--- src/rtl/broadcaster_pkg.sv ---
// Shared definitions for the broadcaster pattern generator: the pattern-mode
// enumeration, the default operand width and a small width helper.
// The walking-one pattern is compiled in only when BROADCASTER_WALK_EN is defined.
package broadcaster_pkg;

    // Default operand width of each broadcast bus.
    localparam int BCAST_N_DEFAULT = 16;

    // Pattern select values presented on the 2-bit mode input.
    typedef enum logic [1:0] {
        MODE_BCAST = 2'd0,
        MODE_CHECK = 2'd1,
        MODE_WALK  = 2'd2,
        MODE_HOLD  = 2'd3
    } mode_e;

    // Width of an index that can address every bit of an n-bit bus.
    // Never returns less than 1 so the index register is always legal.
    function automatic int idx_width(input int n);
        return (n > 2) ? $clog2(n) : 1;
    endfunction

endpackage

--- src/rtl/broadcaster_walk_ctr.sv ---
// Wrap-around bit index for the walking-one pattern.
// Counts 0 .. N-1 and wraps to 0; a synchronous clear returns it to 0 so the
// walk always restarts at bit 0, and the asynchronous active-low reset does
// the same without waiting for a clock edge.
// Only instantiated when BROADCASTER_WALK_EN is defined.
module broadcaster_walk_ctr #(
    parameter int N = 16,
    parameter int W = 4
) (
    input  logic         clk,
    input  logic         rst_n,
    input  logic         clr,
    output logic [W-1:0] idx
);

    // Last legal index; reaching it wraps the count back to 0.
    localparam logic [W-1:0] LAST = W'(N - 1);

    // Index register: clear has priority, otherwise step and wrap at N-1.
    always_ff @(posedge clk or negedge rst_n) begin
        if (!rst_n) begin
            idx <= '0;
        end else if (clr) begin
            idx <= '0;
        end else if (idx == LAST) begin
            idx <= '0;
        end else begin
            idx <= idx + W'(1);
        end
    end

endmodule

--- src/rtl/broadcaster.sv ---
// Operand pattern generator feeding a downstream adder.
// Builds the next a/b/cin values combinationally from pin_a, pin_b and mode
// and captures them in a single output register stage, giving exactly one
// clock of latency from the inputs to the outputs.
// Modes: 0 broadcast, 1 checkerboard, 2 walking-one, 3 hold.
// Build option: define BROADCASTER_WALK_EN to compile in the walking-one
// pattern; without it, mode 2 produces the same outputs as mode 0 and the
// index counter does not exist.
module broadcaster
    import broadcaster_pkg::*;
#(
    parameter int N = BCAST_N_DEFAULT
) (
    input  logic         clk,
    input  logic         rst_n,
    input  logic         pin_a,
    input  logic         pin_b,
    input  logic [1:0]   mode,
    output logic [N-1:0] a,
    output logic [N-1:0] b,
    output logic         cin,
    output logic         pat_valid
);

    mode_e        mode_sel;
    logic [N-1:0] odd_mask;
    logic [N-1:0] a_nxt;
    logic [N-1:0] b_nxt;
    logic         cin_nxt;

    assign mode_sel = mode_e'(mode);

    // Odd bit positions set: XOR with a replicated pin gives the checkerboard.
    for (genvar i = 0; i < N; i++) begin : g_odd_mask
        assign odd_mask[i] = ((i % 2) == 1);
    end

`ifdef BROADCASTER_WALK_EN
    localparam int IW = idx_width(N);

    logic [IW-1:0] idx;
    logic [N-1:0]  one_hot;

    // The counter runs only while mode selects the walk; any other mode
    // clears it so re-entering the walk starts at bit 0.
    broadcaster_walk_ctr #(
        .N (N),
        .W (IW)
    ) u_walk_ctr (
        .clk   (clk),
        .rst_n (rst_n),
        .clr   (mode_sel != MODE_WALK),
        .idx   (idx)
    );

    assign one_hot = {{(N-1){1'b0}}, 1'b1} << idx;
`endif

    // Next-pattern mux; hold mode (and any unlisted value) keeps the outputs.
    always_comb begin
        a_nxt   = a;
        b_nxt   = b;
        cin_nxt = cin;
        case (mode_sel)
            MODE_BCAST: begin
                a_nxt   = {N{pin_a}};
                b_nxt   = {N{pin_b}};
                cin_nxt = pin_a;
            end
            MODE_CHECK: begin
                a_nxt   = {N{pin_a}} ^ odd_mask;
                b_nxt   = {N{pin_b}} ^ odd_mask;
                cin_nxt = pin_a;
            end
            MODE_WALK: begin
`ifdef BROADCASTER_WALK_EN
                a_nxt   = pin_a ? one_hot : ~one_hot;
                b_nxt   = {N{pin_b}};
                cin_nxt = 1'b0;
`else
                a_nxt   = {N{pin_a}};
                b_nxt   = {N{pin_b}};
                cin_nxt = pin_a;
`endif
            end
            MODE_HOLD: begin
                a_nxt   = a;
                b_nxt   = b;
                cin_nxt = cin;
            end
            default: begin
                a_nxt   = a;
                b_nxt   = b;
                cin_nxt = cin;
            end
        endcase
    end

    // Single output register stage; reset clears everything at once.
    always_ff @(posedge clk or negedge rst_n) begin
        if (!rst_n) begin
            a         <= '0;
            b         <= '0;
            cin       <= 1'b0;
            pat_valid <= 1'b0;
        end else begin
            a         <= a_nxt;
            b         <= b_nxt;
            cin       <= cin_nxt;
            pat_valid <= 1'b1;
        end
    end

endmodule

--- config.mk ---
export PLATFORM = sky130hd
export DESIGN_NAME = broadcaster
export DESIGN_NICKNAME = d
export VERILOG_FILES = /design/src/rtl/broadcaster_pkg.sv /design/src/rtl/broadcaster_walk_ctr.sv /design/src/rtl/broadcaster.sv
export SDC_FILE = /design/constraint.sdc
export NUM_CORES = 1
export LEC_CHECK = 0
export ABC_CLOCK_PERIOD_IN_PS = 1100
export CAP_MARGIN = 20
export CORE_MARGIN = 2
export CORE_UTILIZATION = 28
export DETAILED_ROUTE_END_ITERATION = 8
export PLACE_DENSITY = 0.75
export SETUP_SLACK_MARGIN = 0.02
export SYNTH_ARGS = -nofsm -noshare
export SYNTH_HDL_FRONTEND = slang
export SYNTH_HIERARCHICAL = 1
export SYNTH_SLANG_ARGS = --single-unit
--- constraint.sdc ---
create_clock -name clk -period 1.1 [get_ports clk]
set_input_delay 0.33 -clock clk [delete_from_list [all_inputs] [get_ports clk]]
set_output_delay 0.33 -clock clk [all_outputs]
set_load 0.05 [all_outputs]
==> results_dict.tcl, run 1 <==
set metrics [dict create \
    track_usage 0.1504 \
    finalCritPeriodShare 1.242 \
    finalHoldViolations 0 \
    power_frac_comb 0.654 \
    routed_wl_um 1245 \
    r2r.worst_path.cells 2 \
    vdd_drop_max_mv 0.8157 \
    yosysMostFrequentCell "buf_4" \
    pwr-share-clk 0.151 \
    pre_cts_ws_ps -316.3 \
    seq_area_frac_synth 0.3012 \
    synth_cells 46 \
    dpl_cell_area_sq_um 977.2 \
    clock_tree.root_cell "clkbuf_4" \
    power.switching_mw 0.6453 \
    n_antenna_cell 0 \
    slowest_delay_ps 490 \
    final_max_slew_viol_count 0 \
    cp.arrival_ps 1040 \
    finalSetupViolations 34 \
    synthTopCellsByCount "buf_4, dfrtp_1" \
    final_core_util 0.7646 \
    drc_errors 0 \
    wl_per_cell_um 15.76 \
    cp_max_fo 5 \
    synth_nets 52 \
    synth_edf_count 0 \
    antenna_found_initial 0 \
    power.internal_mw 0.7994 \
    clk_latency_ps 250 \
    start_util 0.3077 \
    synth_ff_type "dfrtp_1" \
    netlist_top_cells_area "buf_4, dfrtp_1, mux2_1" \
    clock_skew_ps 0 \
    ys_ff_latch 5 \
    core_sq_mm 0.001350 \
    yosysTopAreaCell "buf_4" \
    r2r_setup_slack_ps 50 \
    nets 71 \
    hold_slack_ps 306.4 \
    grt_start_max_net_pins 10 \
    timing.rr.end "a[14]" \
    area_growth_pct 148.5 \
    hold_class "input pin to asynchronous set/reset pin" \
    power_frac_seq 0.195 \
    clock_sinks 5 \
    ant_nets 0 \
    vias_per_cell 4.354 \
    synth_top_area_frac 0.5241 \
    sw_frac_of_total 0.4467 \
    ys_types 9 \
    first_pass_iters 4 \
    dr_total_vias 344 \
    ios 40 \
    drive_above_1_share 0.7188 \
    critPathRequiredTime_ps 770 \
    crit_path_start "a[14]" \
    mappedNetlistArea_sq_um 415.4 \
    dr.first_iter.drc_count 5 \
    cts_tree "yes" \
    fin_cells 79 \
    fin_crit_ps 1367 \
    gr-total-overflow 0 \
    worstSetupStartpointType "flop" \
    dpl.cell_count 73 \
    p_per_area_mw_per_mm2 1399 \
    async_flop_share 1.000 \
    rsz0062_at_grt "true" \
    path_cells "buf_6 -> buf_12" \
    fill_cells 81 \
    die_area_sq_mm 0.001808 \
    critPathKind "flop to primary output" \
    fin_tns_setup_ps -8471 \
    gp_congestion 0.7325 \
    total_power_mw 1.445 \
    crit_slowest_cell "dfrtp_4" \
    cts_buffers 3 \
    clk_pin_slew_ps 50 \
    cts_max_level 1 \
    num_rows 13 \
    synth_area_per_cell_sq_um 9.030 \
    max_freq_ghz 0.7317 \
    grt_pass1_wl_um 1959 \
    setup.worst_path.end_class "primary output" \
    status "complete, but fails checks" \
    postLayoutSetupSlackWorst_ps -266.7 \
    ctsHoldBuffers 0 \
    die_x_um 42.52 \
    violations "negative setup slack" \
    cap_violations 0 \
    r2r_start "a[14]" \
    final_cell_area_sq_mm 0.001032 \
    synth-warning-count 6 \
    die_height_um 42.52 \
    p_leak_nw 0.4667 \
    grt_pass1_vias 329 \
    clock_path_buffers 2 \
    port_buffers 39 \
]
## worst max-delay path: cells and delay by family, from the launching register on
family | cells | cell delay [ps]
buffers and inverters | 2 | 290
flip-flops | 1 | 490
## routing by layer
metal / track usage / vias up / share of wire / wire [um]
li1: - / 149 / - / -
met1: 0.1645 / 162 / 0.34 / 427
met2: 0.2677 / 31 / 0.56 / 698
met3: 0.04741 / 2 / 0.078 / 97
met4: 0.05625 / 0 / 0.017 / 21
met5: 0 / - / 0 / 0
## final cells by class
| cell class | instances | area [sq um] | share of cell area |
|---|---|---|---|
| sequential | 5 | 140.1 | 0.1358 |
| tap | 15 | 18.77 | 0.01818 |
| timing repair buffer | 43 | 774.5 | 0.7503 |
| multi-input combinational | 12 | 72.57 | 0.07030 |
| clock buffer | 4 | 26.28 | 0.02545 |
## how the worst max path moves through the flow
stage	slack [ps]	end	depth (start not counted)
6_report	-270	a[12]	2
3_3_place_gp	-250	a[14]	3
2_1_floorplan	-9	a[0]	1
4_1_cts	-260	a[14]	2
3_5_place_dp	-320	a[14]	3
5_1_grt	-290	a[12]	2
## flip-flops by register name, summed over array words and instances, names as in the netlist
| signal | cells |
|---|---|
| b | 2 |
| pat_valid | 1 |
| a | 2 |
## power by group through the flow
stage	clock (mW)	sequential (mW)	combinational [mW]
after floorplan	0	0.308	0.562
after global placement	0	0.301	0.894
after detailed placement	0	0.304	0.905
after CTS	0.217	0.282	0.950
after global routing	0.237	0.286	0.964
final	0.218	0.281	0.945
## repair_timing
item / in CTS / in global routing
resized for setup: 3 / 0
hold endpoints to repair: 0 / 0
buffers inserted: 2 / 0
setup endpoints to repair: 38 / 35
cloned: 0 / 0
pin swaps: 0 / 1
## layout by cell type, fill, tap and decap left out, types with 2 or more instances in the layout
cell and n:
mux2_1 2, buf_12 35, clkbuf_4 3, or2_1 2, dfrtp_4 4, nor2_1 2, dlygate4sd2_1 2, a31oi_1 2
buf_4 2, clkdlybuf4s50_1 3, nand2_1 2
## cell families after synthesis
logic type             Yosys count  share of synthesized area
buffers and inverters           29                     0.5241
and+or+nand+nor                  7                    0.08134
muxes                            2                    0.05421
AOI/OAI and AO/OA                2                    0.03012
other                            1                   0.009027
DFF                              5                     0.3012
No activity file was read; power rests on OpenSTA's default activity.
==> inputs of run 2 (changes only) <==
==> constraint.sdc (replaced) <==
create_clock -name clk -period 1.1 [get_ports clk]
set_input_delay 0.22 -clock clk [delete_from_list [all_inputs] [get_ports clk]]
set_output_delay 0.22 -clock clk [all_outputs]
set_load 0.05 [all_outputs]
==> results_dict.tcl, run 2 (same netlist as run 1, synthesis figures left out) <==
set metrics [dict create \
    grt_use_met1 0.1593 \
    n_antenna_cell 0 \
    area_growth_pct 172.9 \
    layout_commonest_cell "buf_12" \
    grtUsageMet3 0.04741 \
    dr_total_vias 337 \
    clock_skew_ps 0 \
    r2r.worst_path.cells 2 \
    critPathRequiredTime_ps 880 \
    routed_wl_um 1241 \
    final_cell_mix "buf_12, clkdlybuf4s50_1, dfrtp_4, buf_6" \
    rsz0062_at_grt "true" \
    postLayoutSetupSlackWorst_ps -172.5 \
    num_rows 13 \
    critPathTopFamily "flip-flops" \
    clock_tree.root_cell "clkbuf_4" \
    max_freq_ghz 0.7858 \
    vias_per_cell 3.965 \
    antenna_found_initial 0 \
    ant_nets 0 \
    cp.buffers_inverters 2 \
    worstSetupStartpointType "flop" \
    grt_start_max_net_pins 10 \
    hold_slack_ps 183.9 \
    finalHoldViolations 0 \
    finalCritPeriodShare 1.157 \
    vdd_drop_max_mv 1.192 \
    clock_sinks 5 \
    start_util 0.3077 \
    die_x_um 42.52 \
    violations "negative setup slack" \
    dr.first_iter.drc_count 0 \
    track_usage 0.1496 \
    hold_class "input pin to asynchronous set/reset pin" \
    gr-total-overflow 0 \
    finalSetupViolations 33 \
    setup.worst_path.end_class "primary output" \
    cts_max_level 1 \
    ctsHoldBuffers 0 \
    busiest_layer "met2" \
    slowest_delay_ps 500 \
    cts_buffers 3 \
    pre_cts_ws_ps -174.6 \
    path_cells "buf_12 -> buf_12" \
    use_met2 0.2615 \
    p_per_area_mw_per_mm2 1346 \
    cap_violations 0 \
    wl_per_cell_um 14.60 \
    cp.arrival_ps 1050 \
    fill_cells 69 \
    timing.rr.end "a[14]" \
    nets 77 \
    die_area_sq_mm 0.001808 \
    cts_tree "yes" \
    crit_slowest_cell "dfrtp_4" \
    critPathKind "flop to primary output" \
    first_pass_iters 1 \
    die_height_um 42.52 \
    r2r_start "a[14]" \
    p_leak_nw 0.5103 \
    port_buffers 39 \
    clk_latency_ps 250 \
    gp_congestion 0.6577 \
    grt_pass1_wl_um 1987 \
    final_max_slew_viol_count 0 \
    ios 40 \
    status "complete, but fails checks" \
    path_depth 2 \
    drive_above_1_share 0.7714 \
    clk_pin_slew_ps 50 \
    core_sq_mm 0.001350 \
    r2r_setup_slack_ps 40 \
    timing.critical_path.mode_cell "buf_12" \
    cp_max_fo 5 \
    clock_path_buffers 2 \
    fin_crit_ps 1273 \
    dp_hpwl_um 828.1 \
    biggestRegsByFlops "a: 2 flops, b: 2 flops, pat_valid: 1 flops" \
    grt_pass1_vias 369 \
    drc_errors 0 \
]
## run 2: timing repair
item | CTS | global route
gates cloned | 0 | 0
setup endpoints to repair | 33 | 34
endpoints found under the hold margin | 0 | 0
buffers inserted | 8 | 0
gates resized for setup | 11 | 5
pin swaps | 0 | 1
## run 2: stage by stage
stage               instance area [sq um]  utilization  TNS (ps)  std cells  power, mW
floorplan                           420.4            -         0         46     0.7871
global placement                    967.2       0.7164    -365.5         73      1.190
detailed placement                  967.2       0.7164    -520.2         73      1.199
CTS                                  1107       0.8202     -4674         85      1.503
global route                         1134       0.8397     -6388         85      1.579
finish                               1134       0.8397     -5279         85      1.526
## run 2: layout make-up
| type | instances | area, sq um | area share |
|---|---|---|---|
| sequential | 5 | 140.1 | 0.1236 |
| timing repair buffer | 49 | 853.3 | 0.7528 |
| clock buffer | 4 | 26.28 | 0.02318 |
| multi-input combinational | 12 | 95.09 | 0.08389 |
| tap | 15 | 18.77 | 0.01656 |
## run 2: worst max path at each step
| stage | startpoint | end | slack, ps |
|---|---|---|---|
| after floorplan | a[14] | a[0] | 60 |
| after global placement | mode[1] | b[14] | -130 |
| after detailed placement | mode[1] | a[14] | -170 |
| after CTS | a[14] | a[14] | -150 |
| after global routing | a[14] | cin | -210 |
| final | a[13] | a[9] | -170 |
## run 2: layer usage
| layer | routed length [um] | vias to the layer above |
|---|---|---|
| met5 | 0 | - |
| met4 | 30 | 0 |
| met3 | 58 | 4 |
| met2 | 777 | 17 |
| met1 | 374 | 155 |
| li1 | - | 161 |
## run 2: power breakdown
part,internal [mW],leakage [nW],switching [mW]
Sequential,0.208,0.0544,0.0398
Clock,0.138,0.0150,0.0872
Combinational,0.511,0.441,0.541
